File: src/rtl/uart_tx_arbiter.sv
// Round-robin arbiter sharing one UART transmitter among NUM_REQ byte producers.
// Frames are never interleaved; a stalled transmitter or abandoned frame is aborted by timeout.
module uart_tx_arbiter #(
    parameter int NUM_REQ = 4,
    parameter int TIMEOUT = 65535
) (
    input  logic                       clk,
    input  logic                       rst_n,
    input  logic [NUM_REQ-1:0]         req_valid,
    input  logic [8*NUM_REQ-1:0]       req_data,
    input  logic [NUM_REQ-1:0]         req_last,
    output logic [NUM_REQ-1:0]         req_ready,
    output logic [7:0]                 tx_data,
    output logic                       tx_start,
    input  logic                       tx_start_clear,
    input  logic                       tx_busy,
    output logic                       grant_active,
    output logic [$clog2(NUM_REQ)-1:0] grant_id,
    output logic                       timeout_err
);

    localparam int ID_W  = $clog2(NUM_REQ);
    localparam int IDX_W = ID_W + 1;
    localparam int TMR_W = (TIMEOUT > 1) ? $clog2(TIMEOUT) : 1;
    localparam logic [TMR_W-1:0] TMR_LAST = TMR_W'(TIMEOUT - 1);
    localparam logic [ID_W-1:0]  ID_MAX   = ID_W'(NUM_REQ - 1);

    typedef enum logic [1:0] {IDLE, START, DRAIN} state_t;

    state_t             state_q, state_d;
    logic [ID_W-1:0]    rr_q, rr_d;
    logic [ID_W-1:0]    grant_id_d;
    logic               lock_q, lock_d;
    logic [TMR_W-1:0]   timer_q, timer_d;
    logic [7:0]         tx_data_d;
    logic               tx_start_d;
    logic               grant_active_d;
    logic               timeout_err_d;
    logic               abort;

    logic [NUM_REQ-1:0] cand;
    logic [IDX_W-1:0]   idx;
    logic               found;
    logic [ID_W-1:0]    win;
    logic [7:0]         win_data;

    function automatic logic [ID_W-1:0] next_id(input logic [ID_W-1:0] id);
        return (id == ID_MAX) ? '0 : id + ID_W'(1);
    endfunction

    // While a frame is locked only its owner may compete; otherwise search upward from the rr pointer.
    always_comb begin
        cand  = lock_q ? (req_valid & (NUM_REQ'(1) << grant_id)) : req_valid;
        found = 1'b0;
        win   = '0;
        idx   = '0;
        for (int k = 0; k < NUM_REQ; k++) begin
            idx = {1'b0, rr_q} + IDX_W'(k);
            if (idx >= IDX_W'(NUM_REQ)) begin
                idx = idx - IDX_W'(NUM_REQ);
            end
            if (!found && cand[idx[ID_W-1:0]]) begin
                found = 1'b1;
                win   = idx[ID_W-1:0];
            end
        end
        win_data = '0;
        for (int k = 0; k < NUM_REQ; k++) begin
            if (win == ID_W'(k)) begin
                win_data = req_data[8*k +: 8];
            end
        end
    end

    assign abort = (timer_q == TMR_LAST);

    always_comb begin
        state_d        = state_q;
        rr_d           = rr_q;
        grant_id_d     = grant_id;
        lock_d         = lock_q;
        timer_d        = timer_q;
        tx_data_d      = tx_data;
        tx_start_d     = tx_start;
        grant_active_d = grant_active;
        timeout_err_d  = 1'b0;
        req_ready      = '0;

        case (state_q)
            IDLE: begin
                if (found) begin
                    req_ready[win] = rst_n;
                    tx_data_d      = win_data;
                    tx_start_d     = 1'b1;
                    grant_id_d     = win;
                    grant_active_d = 1'b1;
                    lock_d         = ~req_last[win];
                    timer_d        = '0;
                    state_d        = START;
                    if (req_last[win]) begin
                        rr_d = next_id(win);
                    end
                end else if (lock_q) begin
                    // Owner went quiet mid-frame: give up on it after the timeout.
                    if (abort) begin
                        timeout_err_d  = 1'b1;
                        lock_d         = 1'b0;
                        grant_active_d = 1'b0;
                        rr_d           = next_id(grant_id);
                        timer_d        = '0;
                    end else begin
                        timer_d = timer_q + TMR_W'(1);
                    end
                end else begin
                    timer_d = '0;
                end
            end
            START: begin
                if (tx_start_clear) begin
                    tx_start_d = 1'b0;
                    timer_d    = '0;
                    state_d    = DRAIN;
                end else if (abort) begin
                    tx_start_d     = 1'b0;
                    timeout_err_d  = 1'b1;
                    lock_d         = 1'b0;
                    grant_active_d = 1'b0;
                    rr_d           = next_id(grant_id);
                    timer_d        = '0;
                    state_d        = IDLE;
                end else begin
                    timer_d = timer_q + TMR_W'(1);
                end
            end
            DRAIN: begin
                timer_d = '0;
                if (!tx_busy) begin
                    grant_active_d = lock_q;
                    state_d        = IDLE;
                end
            end
            default: begin
                state_d = IDLE;
            end
        endcase
    end

    always_ff @(posedge clk or negedge rst_n) begin
        if (!rst_n) begin
            state_q      <= IDLE;
            rr_q         <= '0;
            grant_id     <= '0;
            lock_q       <= 1'b0;
            timer_q      <= '0;
            tx_data      <= '0;
            tx_start     <= 1'b0;
            grant_active <= 1'b0;
            timeout_err  <= 1'b0;
        end else begin
            state_q      <= state_d;
            rr_q         <= rr_d;
            grant_id     <= grant_id_d;
            lock_q       <= lock_d;
            timer_q      <= timer_d;
            tx_data      <= tx_data_d;
            tx_start     <= tx_start_d;
            grant_active <= grant_active_d;
            timeout_err  <= timeout_err_d;
        end
    end

endmodule
File: config.mk
export PLATFORM = sky130hd
export DESIGN_NAME = uart_tx_arbiter
export DESIGN_NICKNAME = d
export VERILOG_FILES = /design/src/rtl/uart_tx_arbiter.sv
export SDC_FILE = /design/constraint.sdc
export NUM_CORES = 1
export LEC_CHECK = 0
export ABC_AREA = 0
export CAP_MARGIN = 20
export CORE_MARGIN = 10
export CORE_UTILIZATION = 30
export CTS_BUF_LIST = sky130_fd_sc_hd__clkbuf_4 sky130_fd_sc_hd__clkbuf_8 sky130_fd_sc_hd__clkbuf_16
export DETAILED_ROUTE_END_ITERATION = 10
export PLACE_DENSITY = 0.63
export SETUP_SLACK_MARGIN = 0.1
export SLEW_MARGIN = 5
export SYNTH_ARGS = -nofsm -noshare
export SYNTH_HDL_FRONTEND = slang
export SYNTH_SLANG_ARGS = --single-unit
File: constraint.sdc
create_clock -name clk -period 3.95 [get_ports clk]
set_input_delay 0.79 -clock clk [delete_from_list [all_inputs] [get_ports clk]]
set_output_delay 0.79 -clock clk [all_outputs]
set_load 0.01 [all_outputs]
==> reports/metrics.csv <==
stage;metric;value;unit
status;status;finished clean;
final_layout;nets;420;
routing;DRT antenna net count;0;
place;GPL Wtd Cong;0.828;
clock_network;Post-CTS Setup Bufs;0;
yosys;Mapped Avg Cell Area;8.36;um2
routing;Vias;2385;
timing;Slew @ Worst Pin;0.689;ns
die;IO Pins;61;
global_route;largest net degree at the start of global routing;35;
yosys;YS warnings;0;
clock_network;# clock sinks;34;
power;PwrDens;789;nW/um2
yosys;post-synthesis register bit count;34;
place;Final HPWL DP;5210;um
routing;initial drt markers;104;
timing;Slew Limit Headroom;0.540;
die;DIE AREA;12500;um2
timing;Final WS setup;0.221;ns
power;peak supply drop;0.465;mV
global_route;Tot GR Track Use;0.105;
critical_path;Reg-to-Reg Start;grant_id[0]$_DFFE_PN0P_;
clock_network;H-tree levels;2;
yosys;cell area after synthesis;2530;um2
clock_network;CTS max path bufs;2;
yosys;Synth Net Count;360;
power;Leak;1.43;nW
worst_hold_path;Hold Path Stages;1;
routing;1st-pass router iterations;4;
run;maxcap violations;0;
timing;setup violators final;0;
worst_hold_path;Hold WC Path Type;reg -> reg;
critical_path;Reg-to-Reg End;tx_data[2]$_DFFE_PN0P_;
yosys;Synth cell types;55;
critical_path;Crit Path Class;in -> out;
timing;skew final;0.00408;ns
routing;wire length per cell;14.2;um
die;Row Count;33;
worst_hold_path;HP Start;timer_q[15]$_DFFE_PN0P_;
die;Initial Util;0.307;
worst_hold_path;Hold Path End;timer_q[15]$_DFFE_PN0P_;
clock_network;clk slew on worst S/H paths;0.07;ns
final_layout;share of cells above drive strength 1;0.116;
place;I/O Buffers;60;
timing;achievable frequency;0.268;GHz
global_route;first-pass GRT wire length;11400;um
clock_network;TritonCTS clock tree;built;
critical_path;crit path launch type;input port;
critical_path;critical path arrival;2.94;ns
yosys;fraction of registers with async set/reset;1.00;
timing;Max Slew Vio Count;0;
die;Die Span Y;112;um
die;chip width;112;um
final_layout;number of diodes;0;
critical_path;CP required;3.16;ns
timing;Tmin final;3.73;ns
final_layout;Area growth syn-to-layout;34.4;%
routing;WL final;6630;um
critical_path;R2R Setup Slk;0.90;ns
critical_path;crit end category;output pin;
clock_network;clock latency on the worst-skew pair;0.28;ns
yosys;number of flops mapped to enable cells by yosys;0;
global_route;vias in the first global route;2430;
timing;final hold viol count;0;
clock_network;Hold Buf Count CTS;0;
place;Post-Place Setup Slack;-0.0516;ns
critical_path;worst-path fanout max;5;
routing;DRC Markers;0;
timing;RSZ-0062 raised after global routing;no;
yosys;sequential area share after synthesis;0.337;
critical_path;FF-to-FF path depth;17;
yosys;Primary FF master, synth;dfrtp_1;
clock_network;CTS buffer count;5;
die;CORE AREA;8220;um2
clock_network;Root Driver;clkbuf_8;
routing;vias per cell;5.11;
timing;Final period util;0.944;
global_route;initial antenna violation count;0;
timing;Final TNS setup;0;ns
global_route;gr ovfl total;0;
yosys;cells after synthesis;302;
[worst max-delay path by stage]
stage,slack (ns),to,depth (start not counted),start
floorplan,0.48,req_ready[2],10,req_valid[3]
global placement,0.04,req_ready[0],9,req_valid[3]
detailed placement,-0.05,req_ready[1],9,req_valid[0]
CTS,0.03,req_ready[1],8,req_valid[3]
global route,0.11,req_ready[2],10,req_valid[0]
finish,0.22,req_ready[0],9,req_valid[3]
[stage by stage]
step	power [mW]	std cells	hold WS (ns)	instance area, um2	util
finish	2.68	467	0.467	3390	0.413
floorplan	1.83	302	0.438	2530	-
detailed placement	2.33	460	0.460	3250	0.396
CTS	2.67	467	0.470	3370	0.410
global placement	2.31	460	0.461	3250	0.396
global route	2.94	467	0.488	3390	0.413
[critical path, stage by stage]
cell and delay, ns:
clkdlybuf4s50_1 0.48, inv_1 0.06, a221o_1 0.37, o211ai_1 0.22
and4_4 0.31, clkinv_4 0.06, ha_1 0.21, and3_1 0.15
dlygate4sd2_1 0.28
[flip-flops by register name (all words and copies together), names as in the netlist]
name / flops
lock_q: 1
tx_start: 1
state_q: 2
tx_data: 8
grant_id: 2
timeout_err: 1
rr_q: 2
grant_active: 1
timer_q: 16
[power by group]
part	switching [mW]	internal [mW]	total [mW]
combinational	0.997	0.803	1.80
sequential	0.113	0.437	0.550
clock	0.124	0.202	0.325
total	1.23	1.44	2.68
[layout by cell type (no fill, tap or decap), drive strengths merged, types with 2 or more instances in the layout]
cell / count
a311oi: 2
inv: 13
nand3: 10
dlygate4sd2: 3
xor2: 5
buf: 13
clkdlybuf4s50: 55
a31oi: 3
a2bb2oi: 2
o21ai: 31
xnor2: 3
o211ai: 2
nand4: 4
nor2b: 3
nor4: 4
mux2i: 8
a221oi: 2
ha: 14
a211oi: 5
a22o: 2
nor3: 6
nor2: 36
o21a: 4
o31ai: 3
dfrtp: 34
a21o: 4
a21oi: 25
o41ai: 2
nand2: 29
and3: 5
a22oi: 8
clkbuf: 6
[timing repair]
| action | CTS | global route |
|---|---|---|
| endpoints found under the setup margin | 4 | 3 |
| gates resized for setup | 6 | 7 |
| pin swaps | 1 | 2 |
[cells in the mapped netlist (7+ instances only)]
cell      instances  area [um2]
nor2_1           35         131
dfrtp_1          34         851
nand2_1          29         109
a21oi_1          22         110
o21ai_0          22         110
ha_1             14         175
inv_1            13        48.8
clkbuf_1         12        45.0
nand3_1          10        50.1
a22oi_1           8        60.1
o21ai_1           8        40.0
mux2i_1           7        70.1
[final cells by class]
cell class | count | area, um2
clock buffers | 6 | 82.6
clock inverters | 1 | 30.0
fillers | 792 | 4820
inverters | 14 | 57.6
multi-input cells | 235 | 1560
flip-flops and latches | 34 | 852
well taps | 105 | 131
repair buffers | 72 | 684
[kinds of logic (layout without fill, tap and decap cells)]
family | count (synthesis) | count (layout) | synth area share
AOI/OAI and AO/OA | 102 | 102 | 0.272
xor gates and xnor gates | 8 | 8 | 0.0277
adders and majority gates | 14 | 14 | 0.0693
buffers and inverters | 33 | 93 | 0.0619
DFF | 34 | 34 | 0.337
muxes | 9 | 9 | 0.0376
and+or+nand+nor | 102 | 102 | 0.194
[layer usage]
metal | part of all wire | global-route usage
met1 | 0.45 | 0.122
met3 | 0.10 | 0.0505
met5 | 0 | 0
met2 | 0.44 | 0.168
met4 | 0.0089 | 0.0283
Note: power is estimated with default switching activity, not from simulation.
